==> config.mk <==
export PLATFORM = sky130hd
export DESIGN_NAME = pc_fetch_sequencer
export DESIGN_NICKNAME = d
export VERILOG_FILES = /design/src/rtl/pc_fetch_sequencer.sv
export SDC_FILE = /design/constraint.sdc
export NUM_CORES = 1
export LEC_CHECK = 0
export ABC_AREA = 1
export CAP_MARGIN = 20
export CORE_MARGIN = 2
export CORE_UTILIZATION = 35
export CTS_BUF_LIST = sky130_fd_sc_hd__clkbuf_8
export DETAILED_ROUTE_END_ITERATION = 12
export PLACE_DENSITY_LB_ADDON = 0.05
export SYNTH_ARGS = -nofsm -noshare
export SYNTH_HDL_FRONTEND = slang
export SYNTH_SLANG_ARGS = --single-unit
==> constraint.sdc <==
create_clock -name clk -period 1.6 [get_ports clk]
set_input_delay 0.32 -clock clk [delete_from_list [all_inputs] [get_ports clk]]
set_output_delay 0.32 -clock clk [all_outputs]
set_load 0.01 [all_outputs]
==> src/rtl/pc_fetch_sequencer.sv <==
// Program-counter owner and instruction-fetch sequencer: fetches over a req/ack
// memory port with a timeout guard and hands instructions to decode via valid/ready.
module pc_fetch_sequencer #(
  parameter logic [31:0] RESET_ADDR     = 32'h0000_0000,
  parameter int unsigned TIMEOUT_CYCLES = 16
) (
  input  logic        clk,
  input  logic        rst_n,
  input  logic [31:0] next_addr,
  output logic [31:0] pc,
  output logic [31:0] pc_add,
  output logic        imem_req,
  output logic [31:0] imem_addr,
  input  logic        imem_ack,
  input  logic [31:0] imem_rdata,
  output logic [31:0] instr,
  output logic        instr_valid,
  input  logic        instr_ready,
  input  logic        stall,
  input  logic        halt_in,
  output logic        halted,
  output logic        imem_err,
  output logic        misalign_err,
  output logic [31:0] instr_count
);

  localparam int unsigned CNT_W = 8;
  localparam logic [CNT_W-1:0] TIMEOUT_LIMIT = CNT_W'(TIMEOUT_CYCLES);
  localparam logic [31:0] RESET_PC = {RESET_ADDR[31:2], 2'b00};
  localparam logic [31:0] COUNT_MAX = 32'hFFFF_FFFF;

  typedef enum logic [1:0] {
    S_REQ    = 2'd0,
    S_ISSUE  = 2'd1,
    S_HALTED = 2'd2
  } state_t;

  state_t           state, state_nxt;
  logic [CNT_W-1:0] tmo_cnt, tmo_cnt_nxt;
  logic [31:0]      pc_nxt, instr_nxt, count_nxt;
  logic             valid_nxt, halted_nxt, err_nxt, misalign_nxt;
  logic             accept;
  logic [CNT_W-1:0] tmo_inc;

  // State and architectural registers
  always_ff @(posedge clk or negedge rst_n) begin
    if (!rst_n) begin
      state        <= S_REQ;
      pc           <= RESET_PC;
      instr        <= 32'h0;
      instr_valid  <= 1'b0;
      halted       <= 1'b0;
      imem_err     <= 1'b0;
      misalign_err <= 1'b0;
      instr_count  <= 32'h0;
      tmo_cnt      <= '0;
    end else begin
      state        <= state_nxt;
      pc           <= pc_nxt;
      instr        <= instr_nxt;
      instr_valid  <= valid_nxt;
      halted       <= halted_nxt;
      imem_err     <= err_nxt;
      misalign_err <= misalign_nxt;
      instr_count  <= count_nxt;
      tmo_cnt      <= tmo_cnt_nxt;
    end
  end

  assign accept  = instr_valid & instr_ready & ~stall;
  assign tmo_inc = tmo_cnt + CNT_W'(1);

  // Next-state and next-register values; everything holds unless a state acts
  always_comb begin
    state_nxt    = state;
    pc_nxt       = pc;
    instr_nxt    = instr;
    valid_nxt    = instr_valid;
    halted_nxt   = halted;
    err_nxt      = imem_err;
    misalign_nxt = 1'b0;
    count_nxt    = instr_count;
    tmo_cnt_nxt  = tmo_cnt;

    case (state)
      S_REQ: begin
        if (imem_ack) begin
          instr_nxt   = imem_rdata;
          valid_nxt   = 1'b1;
          tmo_cnt_nxt = '0;
          state_nxt   = S_ISSUE;
        end else begin
          tmo_cnt_nxt = tmo_inc;
          if (tmo_inc >= TIMEOUT_LIMIT) begin
            err_nxt    = 1'b1;
            halted_nxt = 1'b1;
            state_nxt  = S_HALTED;
          end
        end
      end

      S_ISSUE: begin
        if (accept) begin
          valid_nxt = 1'b0;
          if (instr_count != COUNT_MAX) begin
            count_nxt = instr_count + 32'd1;
          end
          if (halt_in) begin
            halted_nxt = 1'b1;
            state_nxt  = S_HALTED;
          end else begin
            // Misaligned targets are still forced to a word boundary
            pc_nxt       = {next_addr[31:2], 2'b00};
            misalign_nxt = |next_addr[1:0];
            state_nxt    = S_REQ;
          end
        end
      end

      S_HALTED: begin
        valid_nxt  = 1'b0;
        halted_nxt = 1'b1;
      end

      default: begin
        state_nxt = S_REQ;
      end
    endcase
  end

  assign imem_req  = (state == S_REQ);
  assign imem_addr = pc;
  assign pc_add    = pc + 32'd4;

endmodule

; Word-level counts from Yosys, hierarchy flattened
; Index checks and enable logic that the tools add are counted.
[word_totals]
ramBits = 0
ff_bits = 108
word_cells = 55
latch_bits = 0
romBits = 0
n_memories = 0
[op_classes]
add_sub_neg = 3
multipliers = 0
n_div = 0
bitwise_logic = 6
n_lt_le_gt_ge = 1
eq_ne = 9
reduce_logical = 10
shifts = 0
muxes = 17
[ops]
columns = cell, count
row1 = $add A32 B1 Y32 const B, 1
row2 = $add A32 B3 Y32 const B, 1
row3 = $ne A32 B32 Y1 const B, 1
row4 = $reduce_and A3 Y1, 5
row5 = $mux W1, 9
row6 = $add A8 B1 Y8 const B, 1
row7 = $ge A8 B5 Y1 const B, 1
row8 = $mux W2, 4
row9 = $mux W8, 1
row10 = $ne A2 B2 Y1 const B, 3
row11 = $pmux W1 S3, 2
row12 = $pmux W2 S3, 1
row13 = $reduce_and A5 Y1, 1
row14 = $ne A2 B1 Y1 const B, 2
row15 = $not A1 Y1, 4
row16 = $ne A3 B1 Y1 const B, 1
row17 = $reduce_bool A3 Y1, 1
row18 = $and A1 B1 Y1, 2
row19 = $eq A2 B1 Y1 const B, 1
row20 = $eq A2 B2 Y1 const B, 1
row21 = $logic_not A2 Y1, 1
row22 = $reduce_and A2 Y1, 1
row23 = $reduce_or A2 Y1, 1

; Logic depth before layout (Yosys ltp)
[depth]
depth_word = 5
mapped_depth = 11
depth_no_buf = 11

; Least setup slack after synthesis
; Ideal clock, no wire load.
[synth_path]
path_type = flip-flop to output port
start = register pc[3], in the netlist imem_addr[3]
end = output port pc_add[24]
stages_incl_launch_ff = 8
arrival_time_ps = 1512
path_buffers = 0
setup_slack_ps = -232
path_cell_list = dfrtp_1 -> ha_1 -> nand2_1 -> nor2_1 -> inv_1 -> nor3_2 -> nand4_1 -> xnor2_1
[synth_between]
elab_chain_len = 1
[synth_lines]
columns = item, line
row1 = start: declaration, 10  ; output logic [31:0] pc,
row2 = start signal: assignment, 59  ; pc <= pc_nxt;
row3 = $add A32 B3 Y32, 133  ; assign pc_add = pc + 32'd4;
row4 = end: declaration, 11  ; output logic [31:0] pc_add,
; Every way passes these cells.

; Worst setup path after layout
[layout_path]
start = register pc[3], in the netlist imem_addr[3]
end = output port pc_add[20]
; The elaborated chain is that of the path after synthesis.

==> run summary <==
The flow ran to the end, but the final reports show violations. The final reports fail on setup timing. The clock net in this run drives a total of ~110 sinks.

The highest cell delay on the worst timing path came out at about 0.44 ns. The number of clock buffers added by TritonCTS is 9. The clock passes through at most 2 buffers.

Max-cap violations in this run came to 0. The commonest cells after synthesis are 319 x nand2_1, 108 x dfrtp_1, 80 x nor2_1, 57 x inv_1, 37 x xor2_1. The number of distinct standard cells referenced by the synthesized netlist is 43.

Traced cell by cell, the critical path runs through ha_4 > nand2_4 > nor2_4 > buf_6 > nand2_4 > nor2_4 > nand4_1 > xor2_2 > buf_2. The critical path data arrival time is a little under 2 ns. The biggest area contributor in the post-synthesis netlist is dfrtp_1. Setup repair after global routing could not meet its margin everywhere. The antenna violation net count after detailed routing is 0.

TritonCTS built the clock tree. The number of setup violations in the final report came out at 64. The width of the die is 138 um.

The setup total negative slack is -17.04 ns. The area enclosed by the die boundary is around 19000 um^2. The worst setup path is launched from a flip-flop. The share of the synthesized area in the top cell type is 0.428. The number of port buffers is roughly 230. In the post-synthesis netlist, the biggest area contributors are dfrtp_1 43%, nand2_1 19%, xor2_1 5.1%.

The worst setup path is captured at an output port. Yosys printed 0 warnings. The core region is roughly 18000 um^2. The worst register-to-register path ends at instr_count[16]. The critical path start-end classification is flip-flop to output port.

Detailed placement finished with a half-perimeter wire length of around 16 mm. The post-synthesis async set-or-reset flop share came out at 1.00. The startpoint of the worst-slack reg-to-reg timing path is instr_count[18]. In the final layout, the share of cells above drive strength 1 is 0.414. The total routing usage reported by global routing came out at 0.219. Across all setup checks in the final design, the least slack found is -0.654 ns. The leftover overflow at the end of global routing came out at 0. The number of iterations in the first detailed-routing pass is 5. The via count of the first global-routing pass was between 6000 and 7000. The count of final hold-check violations was 0.

The critical path contains buffers and inverters numbering 2 combined. The sequential share of power is 0.297. The clock share of power is 0.132. The final max-slew violation count is 0.

The number of levels in the clock H-tree came out at 3. The worst slack after detailed placement came out at -0.656 ns. The number of enable-type register cells in the synthesized netlist came out at 0. The tree is rooted in a clkbuf_8. Of the synthesized area, sequential elements account for 0.428. For this design the total switching power over the nets is approximately 0.0054 W.

The number of ports placed on the die boundary is around 240. The first routing iteration left approximately 380 violations. The detailed-route vias per instance came out at ~4.7. The clock latency on the worst-skew pair is roughly 0.4 ns. For this run, the post-layout net count is about 1300.

The routability congestion estimate from global placement came out at about 0.9. The depth of the critical timing path with buffers and inverters included is 9. The floorplan step set the die height to ~140 um.

In this run, synthesis produced a sequential element count of roughly 110. The initial antenna violation count came out at 0. The clock-pin slew on the worst setup and hold paths is 0.12 ns. The cell with the largest stage delay on the worst path is dfrtp_2.

Among all flip-flop cells after synthesis, the most frequent one is dfrtp_1. The cell count after synthesis is 827. Of the total power, the share spent switching nets is 0.397. After synthesis the cells add up to around 6300 um^2. Entering global routing, the biggest net connects 37 pins. The DRC violation count after routing is 0. The most frequent cell after synthesis is nand2_1. The antenna cell count came out at 0. The effective utilization at floorplan is 0.354. Of the total power, combinational logic draws 0.571.

The setup clock skew after layout is 0.0115 ns. For this design the static power due to leakage is 6.02 nW. After detailed routing, the average wire length per cell comes to roughly 15 um.

The worst ir drop on vdd is approximately 0.78 mV. The length in cells of the worst reg-to-reg path is 10. The final period demand of the worst path came out at about 2.3 ns. Along the worst path, the maximum fanout reaches 3. The category of cells accounting for the largest share of critical-path delay is simple AND/OR/NAND/NOR gates.

Timing would allow up to 444 MHz. The first-pass GRT wire length came out at approximately 34 mm. The path type of the worst min-delay path is input pin to asynchronous set/reset pin. At the worst endpoint, the required time is between 1 and 1.5 ns. The final worst-path cycle share came out at 1.41. The via count came out at between 6000 and 7000. The average footprint of a synthesized cell is ~7.6 um^2. The final routed wirelength across all metal layers came out at 23.0 mm. Power spread over the standard cell area amounts to 1180 nW/um^2.

The worst setup slack for register-to-register paths is -0.05 ns. The number of placement rows is between 40 and 50. The cell-internal power came out at between 0.008 and 0.009 W. The area added between synthesis and finish is 81.9%.
==> worst reg2reg max path: stages, from the launching register on <==
cell and delay (ns):
dfrtp_1 0.39, buf_4 0.15, inv_1 0.10, nor3_2 0.18
nand2_2 0.09, inv_2 0.07, nand3_4 0.09, nand2_8 0.11
buf_4 0.15, clkbuf_16 0.16, o21ai_1 0.06
==> cell families after synthesis <==
kind of cell | count (synthesis) | share of synthesized area
other | 1 | 0.000593
adder cells (fa/ha/maj) | 7 | 0.0139
XOR/XNOR | 44 | 0.0610
AND/OR/NAND/NOR | 500 | 0.342
flip-flops | 108 | 0.428
buffers and inverters | 117 | 0.0986
AO/OA/AOI/OAI | 36 | 0.0313
multiplexers | 14 | 0.0249
==> registers in the layout, summed over array words and instances (netlist names) <==
name          cells
tmo_cnt           8
misalign_err      1
instr            32
instr_valid       1
imem_addr        30
halted            1
state             2
imem_err          1
instr_count      32
==> how the worst max path moves through the flow <==
stage | from | end | slack, ns
finish | imem_addr[3] | pc_add[20] | -0.65
global route | imem_addr[3] | pc_add[8] | -0.76
CTS | imem_addr[3] | pc_add[20] | -0.69
detailed placement | imem_addr[3] | pc_add[24] | -0.66
global placement | imem_addr[3] | pc_add[24] | -0.63
floorplan | imem_addr[3] | pc_add[24] | -0.10
==> repair_timing <==
action | 4_1_cts | 5_1_grt
endpoints found under the hold margin | 17 | 0
gates resized for setup | 434 | 195
setup endpoints to repair | 162 | 138
hold buffers | 1 | 0
buffers inserted | 66 | 28
cloned | 0 | 9
pin swaps | 44 | 58
==> power groups by stage <==
stage	combinational (W)	sequential (W)	clock (W)
2_1_floorplan	0.00244	0.00455	0
3_3_place_gp	0.00706	0.00408	0
3_5_place_dp	0.00708	0.00410	0
4_1_cts	0.00702	0.00397	0.00188
5_1_grt	0.00834	0.00412	0.00198
6_report	0.00774	0.00402	0.00179
==> layout make-up <==
| type | instances | area (um^2) |
|---|---|---|
| Sequential cell | 108 | 2710 |
| Timing Repair Buffer | 472 | 4250 |
| Clock buffer | 9 | 124 |
| Multi-Input combinational cell | 607 | 3770 |
| Tap cell | 229 | 287 |
| Inverter | 64 | 267 |
| Clock inverter | 7 | 93.8 |
| Fill cell | 1547 | 6340 |
==> cells in the final DEF, fill, tap and decap left out, drive strengths merged <==
master and n:
clkdlybuf4s15 24, nor3 27, a22o 1, dlygate4sd3 1
clkbuf 19, dlygate4sd2 68, nand3b 9, o21a 1
xnor2 7, nand4 9, ha 7, inv 63
mux2 14, buf 301, clkdlybuf4s50 68, nand3 23
o22ai 1, a211oi 1, nor4 1, nor2 88
o21ai 10, a21oi 19, clkinv 8, conb 6
xor2 37, nand2 341, o21bai 1, nor3b 1
dfrtp 108, o31ai 1, a21o 1, and2 1
==> layer usage <==
metal  GRT usage  routed length, um  up-vias
li1            -                  -     3403
met5           0                  0        -
met4      0.0414                278        0
met3      0.0478               1410       22
met1       0.303              10100     3308
met2       0.357              11300      249
==> metrics by stage <==
step	cells	total power [W]	area (um^2)	hold slack, ns	utilization
finish	1496	0.0136	11500	0.367	0.645
global route	1496	0.0144	11500	0.358	0.645
CTS	1468	0.0129	10500	0.353	0.589
detailed placement	1386	0.0112	9920	0.257	0.556
global placement	1386	0.0111	9920	0.260	0.556
floorplan	832	0.00699	6480	0.0244	-
(Power assumes the default switching activity.)
